## src/rtl/mem_access_pkg.sv

```systemverilog
// Shared constants and helpers for the MEM stage.
// - funct3 encodings for loads/stores
// - FSM state encodings
// - op_valid / last_idx helpers used to decode the access size
package mem_access_pkg;

    localparam int unsigned REG_LEN = 32;

    // funct3 load/store encodings
    localparam logic [2:0] LS_B  = 3'b000;
    localparam logic [2:0] LS_H  = 3'b001;
    localparam logic [2:0] LS_W  = 3'b010;
    localparam logic [2:0] LS_BU = 3'b100;
    localparam logic [2:0] LS_HU = 3'b101;

    // FSM state encodings
    localparam logic [1:0] ST_IDLE   = 2'd0;
    localparam logic [1:0] ST_ACCESS = 2'd1;
    localparam logic [1:0] ST_DONE   = 2'd2;

    function automatic logic op_valid(input logic [2:0] op);
        case (op)
            LS_B, LS_H, LS_W, LS_BU, LS_HU: return 1'b1;
            default:                        return 1'b0;
        endcase
    endfunction

    // Index of the final byte of an access (nbytes - 1).
    function automatic logic [1:0] last_idx(input logic [2:0] op);
        case (op)
            LS_B, LS_BU: return 2'd0;
            LS_H, LS_HU: return 2'd1;
            default:     return 2'd3;
        endcase
    endfunction

endpackage

```

## src/rtl/mem_load_ext.sv

```systemverilog
// Load result extension: turns the assembled little-endian byte buffer into the
// architectural load value.
// Ports:
//   word_i  in  32  assembled load bytes (byte 0 in [7:0])
//   op_i    in  3   funct3 of the load
//   data_o  out 32  sign/zero-extended result
module mem_load_ext
    import mem_access_pkg::*;
(
    input  logic [REG_LEN-1:0] word_i,
    input  logic [2:0]         op_i,
    output logic [REG_LEN-1:0] data_o
);

    always_comb begin
        data_o = '0;
        case (op_i)
            LS_B:    data_o = {{24{word_i[7]}}, word_i[7:0]};
            LS_H:    data_o = {{16{word_i[15]}}, word_i[15:0]};
            LS_W:    data_o = word_i;
            LS_BU:   data_o = {24'd0, word_i[7:0]};
            LS_HU:   data_o = {16'd0, word_i[15:0]};
            default: data_o = '0;
        endcase
    end

endmodule

```

## src/rtl/mem_access.sv

```systemverilog
// MEM stage of the RV32I pipeline. Loads and stores are executed one byte at a
// time through an 8-bit memory controller port; non-memory results pass through
// combinationally. stall_req holds the upstream pipeline until the access ends.
// Ports:
//   clk, rst                 clock, asynchronous active-low reset
//   ex_rd_*                  writeback data/register/enable from EX/MEM
//   ex_mem_load/store/op     access kind and funct3
//   ex_mem_addr/wdata        effective byte address and store data
//   mem_rd_*                 writeback data/register/enable to MEM/WB
//   stall_req                pipeline hold request
//   mc_req/we/addr/wdata     byte request to the memory controller
//   mc_ready/mc_rdata        byte completion pulse and read data
module mem_access
    import mem_access_pkg::*;
#(
    parameter int unsigned ADDR_WIDTH     = 32,
    parameter int unsigned REG_ADDR_WIDTH = 5
) (
    input  logic                      clk,
    input  logic                      rst,
    input  logic [REG_LEN-1:0]        ex_rd_data,
    input  logic [REG_ADDR_WIDTH-1:0] ex_rd_addr,
    input  logic                      ex_rd_enable,
    input  logic                      ex_mem_load,
    input  logic                      ex_mem_store,
    input  logic [2:0]                ex_mem_op,
    input  logic [ADDR_WIDTH-1:0]     ex_mem_addr,
    input  logic [REG_LEN-1:0]        ex_mem_wdata,
    output logic [REG_LEN-1:0]        mem_rd_data,
    output logic [REG_ADDR_WIDTH-1:0] mem_rd_addr,
    output logic                      mem_rd_enable,
    output logic                      stall_req,
    output logic                      mc_req,
    output logic                      mc_we,
    output logic [ADDR_WIDTH-1:0]     mc_addr,
    output logic [7:0]                mc_wdata,
    input  logic                      mc_ready,
    input  logic [7:0]                mc_rdata
);

    logic [1:0]                state_q, state_d;
    logic [1:0]                cnt_q, cnt_d;
    logic [REG_LEN-1:0]        rbuf_q, rbuf_d;
    logic [ADDR_WIDTH-1:0]     addr_q, addr_d;
    logic [REG_LEN-1:0]        wdata_q, wdata_d;
    logic [2:0]                op_q, op_d;
    logic [REG_ADDR_WIDTH-1:0] rd_addr_q, rd_addr_d;
    logic                      rd_en_q, rd_en_d;
    logic                      is_store_q, is_store_d;

    logic                      mem_op;
    logic [REG_LEN-1:0]        ext_data;
    logic [7:0]                wbyte;

    assign mem_op = ex_mem_load | ex_mem_store;

    mem_load_ext u_load_ext (
        .word_i (rbuf_q),
        .op_i   (op_q),
        .data_o (ext_data)
    );

    always_comb begin
        case (cnt_q)
            2'd0:    wbyte = wdata_q[7:0];
            2'd1:    wbyte = wdata_q[15:8];
            2'd2:    wbyte = wdata_q[23:16];
            default: wbyte = wdata_q[31:24];
        endcase
    end

    // Next-state logic
    always_comb begin
        state_d    = state_q;
        cnt_d      = cnt_q;
        rbuf_d     = rbuf_q;
        addr_d     = addr_q;
        wdata_d    = wdata_q;
        op_d       = op_q;
        rd_addr_d  = rd_addr_q;
        rd_en_d    = rd_en_q;
        is_store_d = is_store_q;
        case (state_q)
            ST_IDLE: begin
                if (mem_op && op_valid(ex_mem_op)) begin
                    addr_d     = ex_mem_addr;
                    wdata_d    = ex_mem_wdata;
                    op_d       = ex_mem_op;
                    rd_addr_d  = ex_rd_addr;
                    rd_en_d    = ex_rd_enable;
                    is_store_d = ex_mem_store;
                    cnt_d      = 2'd0;
                    state_d    = ST_ACCESS;
                end
            end
            ST_ACCESS: begin
                if (mc_ready) begin
                    if (!is_store_q) begin
                        case (cnt_q)
                            2'd0:    rbuf_d[7:0]   = mc_rdata;
                            2'd1:    rbuf_d[15:8]  = mc_rdata;
                            2'd2:    rbuf_d[23:16] = mc_rdata;
                            default: rbuf_d[31:24] = mc_rdata;
                        endcase
                    end
                    if (cnt_q == last_idx(op_q)) begin
                        state_d = ST_DONE;
                    end else begin
                        cnt_d = cnt_q + 2'd1;
                    end
                end
            end
            ST_DONE: state_d = ST_IDLE;
            default: state_d = ST_IDLE;
        endcase
    end

    // Outputs. Gated by rst so every output reads 0 while reset is held,
    // including the combinational pass-through path.
    always_comb begin
        mem_rd_data   = '0;
        mem_rd_addr   = '0;
        mem_rd_enable = 1'b0;
        stall_req     = 1'b0;
        mc_req        = 1'b0;
        mc_we         = 1'b0;
        mc_addr       = '0;
        mc_wdata      = '0;
        if (rst) begin
            case (state_q)
                ST_IDLE: begin
                    if (mem_op) begin
                        // Illegal funct3 is dropped: no stall, no writeback.
                        stall_req = op_valid(ex_mem_op);
                    end else begin
                        mem_rd_data   = ex_rd_data;
                        mem_rd_addr   = ex_rd_addr;
                        mem_rd_enable = ex_rd_enable;
                    end
                end
                ST_ACCESS: begin
                    stall_req = 1'b1;
                    mc_req    = 1'b1;
                    mc_we     = is_store_q;
                    mc_addr   = addr_q + ADDR_WIDTH'(cnt_q);
                    mc_wdata  = wbyte;
                end
                ST_DONE: begin
                    if (!is_store_q) begin
                        mem_rd_data   = ext_data;
                        mem_rd_addr   = rd_addr_q;
                        mem_rd_enable = rd_en_q;
                    end
                end
                default: ;
            endcase
        end
    end

    always_ff @(posedge clk or negedge rst) begin
        if (!rst) begin
            state_q    <= ST_IDLE;
            cnt_q      <= 2'd0;
            rbuf_q     <= '0;
            addr_q     <= '0;
            wdata_q    <= '0;
            op_q       <= 3'd0;
            rd_addr_q  <= '0;
            rd_en_q    <= 1'b0;
            is_store_q <= 1'b0;
        end else begin
            state_q    <= state_d;
            cnt_q      <= cnt_d;
            rbuf_q     <= rbuf_d;
            addr_q     <= addr_d;
            wdata_q    <= wdata_d;
            op_q       <= op_d;
            rd_addr_q  <= rd_addr_d;
            rd_en_q    <= rd_en_d;
            is_store_q <= is_store_d;
        end
    end

endmodule

```

## config.mk

```make
export PLATFORM = sky130hd
export DESIGN_NAME = mem_access
export DESIGN_NICKNAME = d
export VERILOG_FILES = /design/src/rtl/mem_access_pkg.sv /design/src/rtl/mem_load_ext.sv /design/src/rtl/mem_access.sv
export SDC_FILE = /design/constraint.sdc
export NUM_CORES = 1
export LEC_CHECK = 0
export ABC_AREA = 1
export CAP_MARGIN = 15
export CORE_ASPECT_RATIO = 1.2
export CORE_MARGIN = 4
export CORE_UTILIZATION = 25
export CTS_CLUSTER_SIZE = 8
export DETAILED_ROUTE_END_ITERATION = 6
export PLACE_DENSITY = 0.47
export REMOVE_ABC_BUFFERS = 1
export SYNTH_ARGS = -nofsm -noshare
export SYNTH_HDL_FRONTEND = slang
export SYNTH_SLANG_ARGS = --single-unit
```

## constraint.sdc

```tcl
create_clock -name clk -period 2.1 [get_ports clk]
set_input_delay 0.42 -clock clk [delete_from_list [all_inputs] [get_ports clk]]
set_output_delay 0.42 -clock clk [all_outputs]
set_load 0.1 [all_outputs]
```

==> results of run 1 <==
-- state kept, by name, indices dropped and copies added (netlist names) --
register    flops
wdata_q        32
rd_en_q         1
rbuf_q         32
rd_addr_q       5
cnt_q           2
op_q            3
addr_q         32
state_q         2
is_store_q      1
-- power groups by stage --
stage | combinational (µW) | sequential, µW | clock [µW]
final | 10400 | 3940 | 1710
after global routing | 11100 | 4080 | 1870
after CTS | 10000 | 3900 | 1780
after detailed placement | 8610 | 3870 | 0
after global placement | 8570 | 3850 | 0
after floorplan | 5080 | 3730 | 0
-- kinds of logic after synthesis --
group	share of synthesized area (%)
fa+ha+maj	1.452
flops	42.04
mux	11.64
buf+inv	7.682
compound gates	11.05
xor+xnor	0.1338
simple gates	26.01
-- how the worst max path moves through the flow --
stage,cells after the start,slack (ns),start,to
5_1_grt,11,-0.66,cnt_q[0],mc_addr[8]
2_1_floorplan,4,-2.98,rst,mc_addr[8]
3_5_place_dp,7,-0.46,ex_mem_load,mem_rd_addr[4]
4_1_cts,10,-0.56,cnt_q[0],mc_addr[10]
6_report,11,-0.56,cnt_q[0],mc_addr[8]
3_3_place_gp,7,-0.43,ex_mem_load,mem_rd_data[15]
-- final cells by class --
type	count	area share [%]
tap	330	3.284
clock buffer	11	1.931
timing repair inverter	1	0.05971
sequential	110	21.93
clock inverter	5	0.3384
multi-input combinational	629	36.25
timing repair buffer	329	34.02
inverter	65	2.189
-- through the flow --
stage | setup slack, ns | setup TNS [ns] | power [µW] | instance area [µm²]
detailed placement | -0.4570 | -27.08 | 12480 | 10290
CTS | -0.5609 | -27.02 | 15700 | 11970
global placement | -0.4251 | -25.72 | 12420 | 10290
floorplan | -2.981 | -152.22 | 8811 | 6289
global route | -0.6606 | -35.13 | 17080 | 12570
finish | -0.5578 | -27.93 | 16070 | 12570
-- metal layers --
metal	track usage (%)	part of all wire [%]	vias to the layer above
met5	0	0.052	-
li1	-	-	3331
met2	29.10	52	176
met4	5.359	1.7	2
met1	21.54	42	3244
met3	2.501	4.5	26
-- placed cells by master, fill, tap and decap left out, types with 19 or more instances in the layout --
master / Yosys / routed
a21oi_1: 81 / 32
a21oi_4: 0 / 32
buf_12: 0 / 92
buf_4: 8 / 83
buf_6: 12 / 23
clkdlybuf4s50_1: 0 / 114
dfrtp_1: 110 / 106
inv_1: 61 / 52
mux2_1: 50 / 50
nand2_1: 264 / 177
nand2_2: 0 / 45
nand2_4: 1 / 43
nor2_1: 101 / 74
nor2_4: 2 / 19
o21ai_0: 45 / 23
-- repair_timing --
| action | in CTS | in global routing |
|---|---|---|
| endpoints found under the hold margin | 0 | 0 |
| hold buffers | 0 | 0 |
| gates cloned | 10 | 4 |
| setup endpoints to repair | 80 | 89 |
| resized for setup | 274 | 125 |
| pin swaps | 63 | 51 |
| setup buffers | 26 | 18 |
==> reports/results.ini, run 1 <==
[worst_setup_path]
path_class=register to output port
critical_path.top_delay_family=buffers and inverters
crit_required_ns=1.68
regToRegSetupSlack_ns=0.08
endpoint_kind=output port
path_buf_inv=4
crit_chain=ha_4 > fa_2 > nand2_4 > nor2_4 > nand2_2 > inv_2 > buf_4 > nor2_2 > a211oi_2 > buf_4 > buf_12
arrival_ns=2.24
r2r_end=rbuf_q[27]
max_stage_delay_ns=0.40
slowest_stage=dfrtp_1
worst_r2r_startpoint=cnt_q[0]
critPathMaxFanout=3
crit_top_cell=buf_4
start_kind=register
r2r_cells=10

[floorplan]
die_h_um=185.3
die-width_um=155.7
ios=199
fp-row-count=64
design.core.area_um2=25620
initial_core_util_pct=25.55
dieArea_um2=28850

[routing]
vias_per_cell=4.580
postRouteAntennaNets=0
drc_errors=0
wirelength_mm=25.16
drtIter0Drc=311
drt-pass1-iter-count=4
dr_total_vias=6779
wl_per_cell_um=17.00

[synth]
yosys-top-cells-count=nand2_1 (264), dfrtp_1 (110), nor2_1 (101), a21oi_1 (81), inv_1 (61)
yosys.area.top_type_share_pct=42.04
ys_seq_area_share_pct=42.04
yosys_warnings=0
ys_types=37
synth_edf_count=0
syn_inst=838
ys_ff_latch=110
synthFlopType=dfrtp_1
syn_area_per_cell_um2=7.813
synth_most_common_cell=nand2_1
ys_top_cells_by_area=dfrtp_1 (42%), nand2_1 (15%), mux2_1 (8.6%)
synth_area_um2=6548
ys_async_sr_fraction_pct=100.0
yosys.area.top_type=dfrtp_1

[grt]
antenna_found_initial=1
grt_usage_pct=16.80
grt_pass1_wl_mm=37.92
overflow=0
grt_max_degree=73
grt_pass1_vias=6884

[run_status]
violations=setup timing
outcome=complete, but fails checks

[sta]
fmax_ghz=0.3762
slew_viol_final=0
finClkSkew_ns=0.006816
finalCritPeriodShare_pct=126.6
rsz0062_at_grt=yes
timing.final.ws_setup_ns=-0.5578
setup_viol=78
hold_ws_ns=0.1434
hold_viol=0
maxSlewHeadroom_pct=35.10
min_period_ns=2.658
worst-slew-pin-transition_ns=0.9735

[power]
internal-power_uw=8400
switching_share_pct=47.73
p_leak_uw=0.005458
power_switching_uw=7670
p_clk_share_pct=10.7
vdd_drop_max_v=0.0007920
cellPowerDensity_nw_per_um2=1278
seqPwrFrac_pct=24.5
pwr-share-comb_pct=64.8

[final_layout]
fin_cells=1480
utilization_pct=49.06
areaGrowthSynthToFinish_pct=92.01
nFillCells=2452
ff_latch_area_um2=2758
multiInputGateArea_um2=4557
layout-drive-gt1-share_pct=41.48
fin_nets=1270
n_antenna_cell=0

[cts]
cts_tree=built
clock-root-buffer=clkbuf_16
htreeDepth=3
cts_buffer_depth=2
cts_buffers=9
clkTransAtPathRegs_ns=0.08
cts_sinks=110
worst_skew_pair.late_latency_ns=0.35

[place]
port_buffers=198
gp_congestion=0.8616
hpwlAfterDp_mm=17.01
placed_cells=1416

[hold_path]
hp-class=primary input to async pin

[run]
drv_cap=0

Power figures use the tool's default switching activity.
==> run 2: changes to the inputs <==
TNS_END_PERCENT = 20   (was default)
==> run 2 against run 1 <==
- sequential cell count stayed put
- the run still ends with setup timing left
- non-clock buffer count is 41 lower
- routed wire length is 12% lower
- first-iteration DRC count shrank 13%
- critical endpoint unchanged
- largest cell class unchanged
- die area stayed put
==> reports/results.ini, run 2 (synthesis results as in run 1) <==
[floorplan]
design.core.area_um2=25620  ; unchanged
dieArea_um2=28850  ; unchanged
initial_core_util_pct=25.55  ; unchanged
ios=199  ; unchanged
die-width_um=155.7  ; unchanged
die_h_um=185.3  ; unchanged
fp-row-count=64  ; unchanged

[routing]
wirelength_mm=22.25  ; was 25.16 mm
wl_per_cell_um=15.49  ; was 17.00 µm
drtIter0Drc=270  ; was 311
vias_per_cell=4.463  ; was 4.580
dr_total_vias=6413  ; was 6779
drc_errors=0  ; unchanged
postRouteAntennaNets=0  ; unchanged
drt-pass1-iter-count=4  ; unchanged

[sta]
hold_ws_ns=0.1401  ; was 0.1434 ns
slew_viol_final=0  ; unchanged
finClkSkew_ns=0.007592  ; was 0.006816 ns
maxSlewHeadroom_pct=35.78  ; was 35.10%
hold_viol=0  ; unchanged
timing.final.ws_setup_ns=-0.5412  ; was -0.5578 ns
min_period_ns=2.641  ; was 2.658 ns
worst-slew-pin-transition_ns=0.9633  ; was 0.9735 ns
finalCritPeriodShare_pct=125.8  ; was 126.6%
setup_viol=79  ; was 78
setup_tns_ns=-23.49  ; was -27.93 ns
fmax_ghz=0.3786  ; was 0.3762 GHz
rsz0062_at_grt=yes  ; unchanged

[cts]
clkTransAtPathRegs_ns=0.08  ; about the same
cts_buffer_depth=2  ; unchanged
htreeDepth=3  ; unchanged
cts_tree=built  ; unchanged
worst_skew_pair.late_latency_ns=0.36  ; was 0.35 ns
cts_buffers=9  ; unchanged
clock-root-buffer=clkbuf_16  ; unchanged
hold_buffers=0  ; unchanged
cts_sinks=110  ; unchanged

[worst_setup_path]
critPathLaunch=cnt_q[0]  ; unchanged
start_kind=register  ; unchanged
r2r_end=rbuf_q[24]  ; was rbuf_q[27]
r2r_cells=8  ; was 10
regToRegSetupSlack_ns=0.18  ; was 0.08 ns
crit_required_ns=1.68  ; about the same
worst_r2r_startpoint=cnt_q[0]  ; unchanged
endpoint=mc_addr[8]  ; unchanged
path_class=register to output port  ; unchanged
arrival_ns=2.22  ; was 2.24 ns
endpoint_kind=output port  ; unchanged
critPathMaxFanout=3  ; unchanged

[power]
internal-power_uw=7632  ; was 8400 µW
pwr-share-comb_pct=61.7  ; was 64.8%
power_switching_uw=6953  ; was 7670 µW
p_clk_share_pct=11.8  ; was 10.7%
switching_share_pct=47.67  ; was 47.73%
vdd_drop_max_v=0.0007938  ; was 0.0007920 V
p_leak_uw=0.004696  ; was 0.005458 µW
seqPwrFrac_pct=26.5  ; was 24.5%
cellPowerDensity_nw_per_um2=1315  ; was 1278 nW/µm²

[grt]
antenna_found_initial=1  ; unchanged
grt_usage_pct=15.28  ; was 16.80%
overflow=0  ; unchanged
grt_max_degree=73  ; unchanged
grt_pass1_wl_mm=34.92  ; was 37.92 mm
grt_pass1_vias=6461  ; was 6884

[place]
hpwlAfterDp_mm=17.01  ; unchanged
port_buffers=198  ; unchanged
gp_congestion=0.8616  ; unchanged

[final_layout]
fin_nets=1227  ; was 1270
utilization_pct=43.29  ; was 49.06%
layout_commonest_cell=nand2_1  ; unchanged
layout_common_cells=nand2_1 (252), clkdlybuf4s50_1 (115), dfrtp_1 (106)  ; was nand2_1 (177), clkdlybuf4s50_1 (114), dfrtp_1 (106)
n_antenna_cell=0  ; unchanged
reg_top3=addr_q x32, rbuf_q x32, wdata_q x32  ; unchanged
areaGrowthSynthToFinish_pct=69.42  ; was 92.01%
layout-drive-gt1-share_pct=30.26  ; was 41.48%

[run_status]
outcome=complete, but fails checks  ; unchanged
violations=setup timing  ; unchanged

[hold_path]
hp-class=primary input to async pin  ; unchanged

[run]
drv_cap=0  ; unchanged

[run 2: cell types whose count changed in the layout (fill, tap and decap cells not counted), sizes merged]
cell           before  now
nor2              111  110
clkbuf             14   11
inv                65   64
clkinvlp            2    1
clkdlybuf4s50     114  115
clkinv              4    5
clkdlybuf4s15       1    0
bufbuf              5    0
buf               205  172
[run 2: worst max-delay path, stage by stage (launching register included)]
cell      delay [ns]
dfrtp_1         0.42
ha_4            0.18
fa_2            0.38
nand2_4         0.09
nor2_4          0.05
nand2_2         0.10
inv_2           0.06
buf_4           0.13
nor2_2          0.09
a211oi_2        0.05
buf_4           0.15
buf_12          0.16
[run 2: per-stage QoR]
stage	setup WS (ns)	cell area [µm²]	std cells	power, µW
finish	-0.5412	11090	1437	14590
floorplan	-2.981	6289	803	8811
CTS	-0.5653	10950	1433	14550
global route	-0.6431	11090	1437	15560
detailed placement	-0.4570	10290	1416	12480
global placement	-0.4251	10290	1416	12420
[run 2: worst min-delay path by stage]
stage,start,endpoint,slack [ns]
2_1_floorplan,rst,addr_q[0],0.12
3_3_place_gp,wdata_q[28],wdata_q[28],0.47
3_5_place_dp,wdata_q[25],wdata_q[25],0.48
4_1_cts,rst,rbuf_q[26],0.15
5_1_grt,rst,rbuf_q[2],0.19
6_report,rst,rbuf_q[18],0.14
[run 2: cell type report]
type                       instances  area, µm²
timing repair buffer             288       3642
inverter                          65      249.0
fill                            2593      14530
sequential                       110       2758
clock inverter                     5      42.54
clock buffer                      11      242.7
multi-input combinational        628       3746
tap                              330      412.9
[run 2: routing by layer]
metal | routed length, µm | global-route usage, % | vias up
li1 | - | - | 3240
met1 | 10120 | 20.62 | 2995
met2 | 10760 | 25.51 | 156
met3 | 1005 | 2.267 | 20
met4 | 355 | 4.343 | 2
met5 | 13 | 0 | -
[run 2: what timing repair did]
item / in CTS / in global routing
endpoints found under the setup margin: 80 / 80
buffers inserted: 1 / 4
gates resized for setup: 104 / 37
pin swaps: 49 / 18
endpoints found under the hold margin: 0 / 0
[run 2: power groups by stage]
stage,clock network [µW],registers (µW),logic [µW]
after global placement,0,3850,8570
final,1720,3860,9000
after detailed placement,0,3870,8610
after CTS,1780,3850,8920
after floorplan,0,3730,5080
after global routing,1870,4010,9690
